File: config.mk
export PLATFORM = sky130hd
export DESIGN_NAME = jtb
export DESIGN_NICKNAME = d
export VERILOG_FILES = /design/src/rtl/jtb.sv
export SDC_FILE = /design/constraint.sdc
export NUM_CORES = 2
export LEC_CHECK = 0
export ABC_CLOCK_PERIOD_IN_PS = 6900
export BUFFER_PORTS_ARGS = -buffer_cell sky130_fd_sc_hd__buf_4
export CAP_MARGIN = 20
export CELL_PAD_IN_SITES_DETAIL_PLACEMENT = 1
export CELL_PAD_IN_SITES_GLOBAL_PLACEMENT = 2
export CORE_MARGIN = 8
export CORE_UTILIZATION = 51
export CTS_BUF_LIST = sky130_fd_sc_hd__clkbuf_16
export CTS_CLUSTER_SIZE = 14
export DETAILED_ROUTE_END_ITERATION = 6
export PLACE_DENSITY = 0.79
export SLEW_MARGIN = 20
export SYNTH_ARGS = -nofsm -noshare
export SYNTH_HDL_FRONTEND = slang
export SYNTH_SLANG_ARGS = --single-unit
File: constraint.sdc
create_clock -name clk -period 6.9 [get_ports clk]
set_input_delay 1.035 -clock clk [delete_from_list [all_inputs] [get_ports clk]]
set_output_delay 1.035 -clock clk [all_outputs]
set_load 0.01 [all_outputs]
File: src/rtl/jtb.sv
// jtb: set-associative jump target buffer, combinational lookup of pc and pc+4, tree-PLRU replacement.
// Define JTB_CONF_EN to add a 2-bit confidence counter per entry gating hits and dest replacement.
module jtb #(
   parameter int WAYS     = 4,
   parameter int SET_NUM  = 16,
   parameter int TAG_BITS = 18
) (
   input  logic        clk,
   input  logic        reset,
   input  logic [31:0] lookup_pc,
   output logic [31:0] predict_pc,
   output logic        hit,
   output logic        hit_pc,
   output logic        hit_pcp4,
   input  logic        upd_valid,
   input  logic [31:0] upd_pc,
   input  logic [31:0] upd_dest,
   input  logic        flush,
   output logic        ready
);
   localparam int IB = $clog2(SET_NUM);
   localparam int WB = $clog2(WAYS);
   localparam logic [0:0] ST_INIT = 1'b0;
   localparam logic [0:0] ST_RUN  = 1'b1;

   logic [0:0]          state;
   logic [IB-1:0]       cnt;
   logic [WAYS-1:0]     valid_q [SET_NUM];
   logic [TAG_BITS-1:0] tag_q   [SET_NUM][WAYS];
   logic [31:0]         dest_q  [SET_NUM][WAYS];
   logic [WAYS-2:0]     plru_q  [SET_NUM];
`ifdef JTB_CONF_EN
   logic [1:0]          conf_q  [SET_NUM][WAYS];
`endif

   // Tree bit = 1 steers the victim to the right subtree; a touch points the path away from the way.
   function automatic logic [WAYS-2:0] plru_touch(input logic [WAYS-2:0] p, input logic [WB-1:0] w);
      logic [WAYS-2:0] r;
      int node;
      r = p;
      for (int l = 0; l < WB; l++) begin
         node = (1 << l) - 1 + int'(w >> (WB - l));
         for (int n = 0; n < WAYS - 1; n++)
            if (n == node) r[n] = ~w[WB-1-l];
      end
      return r;
   endfunction

   function automatic logic [WB-1:0] plru_victim(input logic [WAYS-2:0] p);
      logic [WB-1:0] v;
      int node;
      v = '0;
      for (int l = 0; l < WB; l++) begin
         node = (1 << l) - 1 + int'(v);
         for (int n = 0; n < WAYS - 1; n++)
            if (n == node) v = WB'({v, p[n]});
      end
      return v;
   endfunction

   logic                run;
   logic [31:0]         pcp4;
   logic [IB-1:0]       lk_set, up_set;
   logic [TAG_BITS-1:0] lk_tag, lk_tag4, up_tag;
   logic                hpc_w, hp4_w, match, has_inv, up_en;
   logic [WB-1:0]       way_pc, way_p4, hit_way, match_way, inv_way, up_way;
   logic                unused_bits;

   assign run     = (state == ST_RUN);
   assign pcp4    = lookup_pc + 32'd4;
   assign lk_set  = lookup_pc[IB+3:4];
   assign lk_tag  = lookup_pc[TAG_BITS+1:2];
   assign lk_tag4 = pcp4[TAG_BITS+1:2];
   assign up_set  = upd_pc[IB+3:4];
   assign up_tag  = upd_pc[TAG_BITS+1:2];
   assign up_en   = run & upd_valid & ~flush;
   assign unused_bits = ^{lookup_pc, pcp4, upd_pc};

   always_comb begin
      hpc_w     = 1'b0;
      hp4_w     = 1'b0;
      way_pc    = '0;
      way_p4    = '0;
      match     = 1'b0;
      match_way = '0;
      has_inv   = 1'b0;
      inv_way   = '0;
      // Descending scan so the lowest qualifying way is the one left standing.
      for (int w = WAYS - 1; w >= 0; w--) begin
`ifdef JTB_CONF_EN
         if (valid_q[lk_set][w] && conf_q[lk_set][w][1] && tag_q[lk_set][w] == lk_tag) begin
            hpc_w = 1'b1; way_pc = WB'(w);
         end
         if (valid_q[lk_set][w] && conf_q[lk_set][w][1] && tag_q[lk_set][w] == lk_tag4) begin
            hp4_w = 1'b1; way_p4 = WB'(w);
         end
`else
         if (valid_q[lk_set][w] && tag_q[lk_set][w] == lk_tag) begin
            hpc_w = 1'b1; way_pc = WB'(w);
         end
         if (valid_q[lk_set][w] && tag_q[lk_set][w] == lk_tag4) begin
            hp4_w = 1'b1; way_p4 = WB'(w);
         end
`endif
         if (valid_q[up_set][w] && tag_q[up_set][w] == up_tag) begin
            match = 1'b1; match_way = WB'(w);
         end
         if (!valid_q[up_set][w]) begin
            has_inv = 1'b1; inv_way = WB'(w);
         end
      end
   end

   assign hit_pc     = run & hpc_w;
   assign hit_pcp4   = run & hp4_w;
   assign hit        = hit_pc | hit_pcp4;
   assign hit_way    = hpc_w ? way_pc : way_p4;
   assign predict_pc = hit_pc ? dest_q[lk_set][way_pc] : (hit_pcp4 ? dest_q[lk_set][way_p4] : 32'd0);
   assign ready      = run;
   assign up_way     = match ? match_way : (has_inv ? inv_way : plru_victim(plru_q[up_set]));

   always_ff @(posedge clk or posedge reset) begin
      if (reset) begin
         state <= ST_INIT;
         cnt   <= '0;
      end else if (state == ST_INIT) begin
         if (flush) begin
            cnt <= '0;
         end else if (cnt == IB'(SET_NUM - 1)) begin
            state <= ST_RUN;
            cnt   <= '0;
         end else begin
            cnt <= cnt + 1'b1;
         end
      end else if (flush) begin
         state <= ST_INIT;
         cnt   <= '0;
      end
   end

   // Table storage needs no reset: the INIT sweep clears valid and PLRU before any use.
   always_ff @(posedge clk) begin
      if (state == ST_INIT) begin
         valid_q[cnt] <= '0;
         plru_q[cnt]  <= '0;
      end else begin
         if (hit && !(up_en && up_set == lk_set))
            plru_q[lk_set] <= plru_touch(plru_q[lk_set], hit_way);
         if (up_en) begin
            plru_q[up_set] <= plru_touch(plru_q[up_set], up_way);
            if (match) begin
`ifdef JTB_CONF_EN
               if (dest_q[up_set][up_way] == upd_dest) begin
                  if (conf_q[up_set][up_way] != 2'd3)
                     conf_q[up_set][up_way] <= conf_q[up_set][up_way] + 2'd1;
               end else if (conf_q[up_set][up_way] <= 2'd1) begin
                  dest_q[up_set][up_way] <= upd_dest;
                  conf_q[up_set][up_way] <= 2'd2;
               end else begin
                  conf_q[up_set][up_way] <= conf_q[up_set][up_way] - 2'd1;
               end
`else
               dest_q[up_set][up_way] <= upd_dest;
`endif
            end else begin
               valid_q[up_set][up_way] <= 1'b1;
               tag_q[up_set][up_way]   <= up_tag;
               dest_q[up_set][up_way]  <= upd_dest;
`ifdef JTB_CONF_EN
               conf_q[up_set][up_way]  <= 2'd2;
`endif
            end
         end
      end
   end
endmodule

== After elaboration in Yosys (flattened, before gate mapping) ==
Memories as Yosys holds them, arrays and structs flattened.
Cells that the tools add are included.

* Word-level logic and storage cells: 434
* Memories kept: 4
* Output and inout port bits: 36
* Input port bits: 100
* RAM bits: 3,312
* Flip-flop bits (word level): 5

{| class="wikitable"
|+ Memory list
! name !! words !! bits a word !! rd ports !! clocked after memory_dff !! write ports !! line !! RTL
|-
| dest_q || 16 || 128 || 1 || 0 || 1 || 30 || <nowiki>logic [31:0] dest_q [SET_NUM][WAYS];</nowiki>
|-
| tag_q || 16 || 72 || 2 || 0 || 1 || 29 || <nowiki>logic [TAG_BITS-1:0] tag_q [SET_NUM][WAYS];</nowiki>
|-
| valid_q || 16 || 4 || 2 || 0 || 1 || 28 || <nowiki>logic [WAYS-1:0] valid_q [SET_NUM];</nowiki>
|-
| plru_q || 16 || 3 || 1 || 0 || 2 || 31 || <nowiki>logic [WAYS-2:0] plru_q [SET_NUM];</nowiki>
|}

* Reduce and logical (&&, ||, !) cells: 24
* Bitwise operators: 141
* Multiplexer cells: 229
* Magnitude comparators: 6
* Equality and inequality tests: 23
* $add $sub $neg: 5

{| class="wikitable"
|+ Operator list
! cell !! number
|-
| 128-bit two-way mux || 2
|-
| 32-bit two-way mux || 7
|-
| 18-bit equality test || 12
|-
| 1-bit two-way mux || 180
|-
| 1-bit bitwise OR || 129
|-
| 32-bit binary-select mux with 2-bit select || 2
|-
| 32-bit logical NOT || 3
|-
| 72-bit two-way mux || 1
|-
| 32-bit demux with 2-bit select || 1
|-
| 2-bit two-way mux || 22
|-
| 18-bit demux with 2-bit select || 1
|-
| 4-bit two-way mux || 9
|-
| 20-bit by 3-bit adder with 20-bit output, second input constant || 1
|-
| 18-bit two-way mux || 1
|-
| 1-bit logical AND || 16
|-
| 3-bit greater-or-equal comparator, second input constant || 3
|-
| 2-bit inverter with 3-bit output || 3
|-
| 1-bit by 1-bit adder with 2-bit output, first input constant || 3
|-
| 1-bit by 2-bit equality test with 1-bit output, first input constant || 3
|-
| 2-bit equality test, first input constant || 3
|-
| 3-bit two-way mux || 2
|-
| 3-bit != test, second input constant || 2
|-
| 1-bit inverter || 5
|-
| 4-bit by 1-bit adder with 4-bit output, second input constant || 1
|-
| 12 further kinds || 16
|}

== Longest topological paths before layout ==
* Depth after elaboration: 16
* Gate-level depth with buffers: 19
* Depth with buffers taken out: 12

== Least setup slack after synthesis ==
No wires, ideal clock.

* Kind: input to register
* Start point: input port upd_pc[4]
* End point: memory tag_q[3][36] in the netlist's numbering (enable)
* Slack: 0.782 ns
* Data required time: 6.461 ns
* Data arrival time: 5.679 ns
* Setup time: 0.439 ns
* Cell stages on the path: 14
* Path buffers: 6
* Cells stage by stage: buf_2 -> buf_4 -> buf_2 -> mux4_2 -> mux4_2 -> xor2_1 -> nor3_1 -> a32oi_2 -> and3_1 -> buf_2 -> nand2_2 -> buf_2 -> buf_4 -> nor4_1

* Cells in the longest elaborated chain, start to end: 14
* Elaborated cells between the ends (all ways): 46
* Those cells by class: add/sub (1); order compare (2); eq/ne (6); mux (27); bitwise (1); reduce/logical (6); memory (3)

{| class="wikitable"
|+ RTL lines
! what !! line !! RTL
|-
| start: declaration || 16 || <nowiki>input logic [31:0] upd_pc,</nowiki>
|-
| memory read 16 x 3 bit or memory read 16 x 72 bit (tied branches) || - ||
|-
| 1-bit by 1-bit adder with 2-bit output or 18-bit equality test (tied branches) || 54, 105 ||
|-
| 32-bit logical NOT or 1-bit logical AND (tied branches) || 56, 105 ||
|-
| 2-bit two-way mux (tied with other cells) (3 in a row) || 56 || <nowiki>if (n == node) v = WB'({v, p[n]});</nowiki>
|-
| 2-bit two-way mux (tied with other cells) || 120 || <nowiki>assign up_way = match ? match_way : (has_inv ? inv_way : plru_victim(plru_q[up_set]));</nowiki>
|-
| 2-bit two-way mux || 120 ||
|-
| 2-bit inverter with 3-bit output (not written as such) || 167 || <nowiki>tag_q[up_set][up_way] <= up_tag;</nowiki>
|-
| 3-bit greater-or-equal comparator (not written as such) or 3-bit by 1-bit < comparator with 1-bit output (tied branches) || 167 ||
|-
| 1-bit logical AND (not written as such) || 167 ||
|-
| 18-bit two-way mux (not written as such) || 167 ||
|-
| 18-bit demux with 2-bit select || 167 ||
|-
| 72-bit two-way mux (not written as such) || 167 ||
|-
| end: declaration || 29 ||
|}

Several ways; a longest one is shown, not always the timed one.

== Final worst setup path ==
* Start point: input port lookup_pc[7]
* End point: output port predict_pc[4]

* Cells in the longest elaborated chain, start to end: 13
* Elaborated cells between the ends (all ways): 48
* Those cells by class: add/sub (1); eq/ne (8); mux (24); bitwise (4); reduce/logical (8); memory (3)

{| class="wikitable"
|+ RTL lines
! what !! line !! RTL
|-
| start: declaration || 10 || <nowiki>input logic [31:0] lookup_pc,</nowiki>
|-
| 20-bit by 3-bit adder with 20-bit output or memory read 16 x 72 bit (tied branches) || - ||
|-
| 18-bit equality test || 101 || <nowiki>if (valid_q[lk_set][w] && tag_q[lk_set][w] == lk_tag4) begin</nowiki>
|-
| 1-bit logical AND || 101 ||
|-
| 2-bit two-way mux (4 in a row) || 101 ||
|-
| 2-bit inverter with 3-bit output (not written as such) || 118 || <nowiki>assign predict_pc = hit_pc ? dest_q[lk_set][way_pc] : (hit_pcp4 ? dest_q[lk_set][way_p4] : 32'd0);</nowiki>
|-
| 32-bit binary-select mux with 2-bit select || 118 ||
|-
| 32-bit two-way mux (not written as such) (2 in a row) || 118 ||
|-
| 32-bit two-way mux || 118 ||
|-
| 32-bit two-way mux * || 118 ||
|-
| end: declaration || 11 || <nowiki>output logic [31:0] predict_pc,</nowiki>
|}

Mark *: on every way between the ends. The rest lies on a longest branch, timed or not. The select of a mux whose other input is x is not followed.

==> impl_metrics.py <==
metrics = {
    "logic_synthesis": {
        "synth.avg_cell_area_um2": 20.8,
        "synth_area_leaders": "edfxtp_1, mux4_2, mux2i_1",
        "ys_ff_latch": 3317,
        "yosysSeqAreaShare": 0.696,
        "netlist_area_um2": 143000,
        "synth_ff_type": "edfxtp_1",
        "syn_nets": 6991,
        "synth_warnings": 0,
        "synth_top_area_share": 0.695,
        "syn_inst": 6889,
        "yosys.area.top_type": "edfxtp_1",
        "synth-edff-count": 3312,
        "ys_types": 96,
        "synthArstFlopShare": 0.00151,
    },
    "placement": {
        "gp_congestion": 0.880,
        "io_buffers": 107,
        "detailed_place_hpwl_um": 268000,
        "postPlaceCellArea_um2": 151000,
        "post-place-cells": 10699,
    },
    "worst_setup_path": {
        "worstReg2RegEnd": "tag_q[8][16]",
        "cp.required_ns": 5.86,
        "worstRegToRegCells": 12,
        "crit_type": "primary input to output pin",
        "reg2reg_slack_ns": 1.40,
        "cp.arrival_ns": 5.86,
        "critPathMaxFanout": 37,
        "r2r-start": "tag_q[7][27]",
        "crit_path_end_kind": "output pin",
        "start_kind": "primary input",
    },
    "route": {
        "first_iter_violations": 10782,
        "wl_per_cell_um": 38.9,
        "finalWirelength_um": 441000,
        "post-route-drc-count": 0,
        "vias": 77713,
        "antenna_left": 0,
        "via_per_inst": 6.86,
        "firstDrtPassIters": 6,
    },
    "clock_network": {
        "insertion_delay_ns": 0.97,
        "cts.path.max_buffers": 4,
        "htreeDepth": 5,
        "cts_made_buffers": 343,
        "cts_tree": "yes",
        "clkSinkCount": 3317,
        "cts_root_buf": "clkbuf_16",
        "cts.reportedPaths.clkPinSlew_ns": 0.06,
    },
    "sta": {
        "period_needed_ns": 6.90,
        "finalSetupViolations": 0,
        "hold_viol": 0,
        "tightest_slew_ns": 1.30,
        "finalSetupTns_ns": 0,
        "max_freq_mhz": 145,
        "drv_slew": 0,
        "timing.final.crit_share": 1.00,
        "slew_headroom": 0.135,
        "fin_skew_ns": 0.104,
        "rsz0062_at_grt": "false",
    },
    "finish": {
        "area_growth_pct": 13.5,
        "fin_cells": 11335,
        "final_nets": 7425,
        "layout.cells.most_common_list": "edfxtp_1, mux4_2, buf_4",
        "final_common_cell": "edfxtp_1",
        "layout-drive-gt1-share": 0.325,
        "final_area_um2": 162000,
    },
    "power": {
        "intPower_mw": 33.6,
        "p_leak_nw": 52.2,
        "p_sw_mw": 9.77,
        "p_seq_frac": 0.512,
        "p_clk_frac": 0.419,
        "p_sw_frac": 0.225,
        "p_comb_frac": 0.069,
        "power.density_nw_per_um2": 267,
        "ir_drop_uv": 286,
    },
    "worst_hold_path": {
        "hp-start": "flush",
        "hold_depth": 2,
        "holdPathEnd": "cnt[2]",
        "hold_class": "primary input to flop",
    },
    "grt": {
        "antenna_found_initial": 29,
        "grt_first_pass_wirelength_um": 615000,
        "grt_util_all_layers": 0.290,
        "grt_max_degree": 151,
        "grt_pass1_vias": 79945,
        "grt.overflow.total": 0,
    },
    "die": {
        "die_w_um": 546,
        "io_pins": 136,
        "dieHeight_um": 546,
        "initial_core_util": 0.512,
        "core_um2": 279000,
        "fp-row-count": 194,
        "design.die.area_um2": 298000,
    },
    "status": {
        "status": "finished, final reports clean",
    },
    "flow_run": {
        "max_cap_viol_count": 0,
    },
}
critical path: stages:
cell       delay, ns
buf_6           0.42
nand4_1         0.45
nor3_1          0.35
xnor2_1         0.54
xor2_1          0.15
a2111oi_0       0.46
and4_1          0.38
nand4_2         0.28
a211oi_4        0.37
buf_12          0.21
buf_4           0.28
mux2i_1         0.33
o22ai_1         0.13
a21o_1          0.21
buf_4           0.16
worst max-delay path by stage:
stage / endpoint / slack (ns) / cells after the start / start
2_1_floorplan: tag_q[3][36] / 0.78 / 14 / upd_pc[4]
3_3_place_gp: predict_pc[31] / 0.06 / 16 / lookup_pc[4]
3_5_place_dp: predict_pc[31] / 0.03 / 17 / lookup_pc[6]
4_1_cts: predict_pc[28] / 0.002 / 15 / lookup_pc[4]
5_1_grt: predict_pc[28] / 0.001 / 15 / lookup_pc[4]
6_report: predict_pc[4] / 0.001 / 15 / lookup_pc[7]
per-layer routing:
layer  vias up  share of wire  track usage
met2      4836           0.46        0.450
met5         -        0.00019            0
li1      30087              -            -
met1     42020           0.39        0.412
met3       756           0.12       0.0779
met4        14          0.030       0.0773
power by group through the flow:
| stage | clock, mW | combinational [mW] | sequential [mW] |
|---|---|---|---|
| global route | 19.0 | 3.15 | 22.2 |
| CTS | 18.4 | 2.98 | 22.2 |
| floorplan | 0 | 1.72 | 22.6 |
| global placement | 0 | 2.90 | 22.6 |
| finish | 18.2 | 3.01 | 22.2 |
| detailed placement | 0 | 2.97 | 22.6 |
cell type report:
cell class | count | area [µm²]
Antenna cell | 9 | 22.5
Fill cell | 23350 | 117000
Multi-Input combinational cell | 3101 | 41800
Inverter | 14 | 65.1
Timing Repair Buffer | 546 | 5410
Sequential cell | 3317 | 99600
Clock buffer | 347 | 8680
Tap cell | 3724 | 4660
Clock inverter | 277 | 2240
through the flow:
| stage | setup slack [ns] | hold slack (ns) | total power, mW | utilization |
|---|---|---|---|---|
| final | 0.000959 | 0.331 | 43.3 | 0.581 |
| after global routing | 0.00100 | 0.315 | 44.3 | 0.581 |
| after CTS | 0.00236 | 0.273 | 43.5 | 0.581 |
| after detailed placement | 0.0279 | 0.667 | 25.6 | 0.542 |
| after global placement | 0.0580 | 0.657 | 25.5 | 0.542 |
| after floorplan | 0.782 | 0.593 | 24.3 | - |
flip-flops by register name (all words and copies together) (netlist names):
| register | flops |
|---|---|
| cnt | 4 |
| ready | 1 |
| tag_q | 1152 |
| dest_q | 2048 |
| plru_q | 48 |
| valid_q | 64 |
synth_stat cells, types with 47 or more instances:
cell	n
nand3_1	47
nor3_1	50
xor2_1	67
nor2b_1	58
buf_2	97
xnor2_1	150
buf_1	71
a22oi_1	98
nand2_1	179
mux2i_1	380
clkbuf_1	181
mux4_2	1242
o21ai_0	83
buf_4	47
nor2_1	270
edfxtp_1	3312
logic make-up (layout without fill, tap and decap cells):
logic type	count (synthesis)	in the layout	synth area share
buffers and inverters	471	1184	0.0182
AO/OA/AOI/OAI	445	445	0.0218
XOR/XNOR	219	219	0.0135
adder cells (fa/ha/maj)	2	2	0.000175
other	0	9	0
AND/OR/NAND/NOR	787	787	0.0266
flip-flops	3317	3317	0.696
multiplexers	1648	1648	0.224
repair_timing:
item | CTS | global route
resized for setup | 0 | 5
hold buffers | 1 | 0
setup buffers | 1 | 0
setup endpoints to repair | 1 | 32
pin swaps | 1 | 0
hold endpoints to repair | 5 | 0
(Power assumes the default switching activity.)
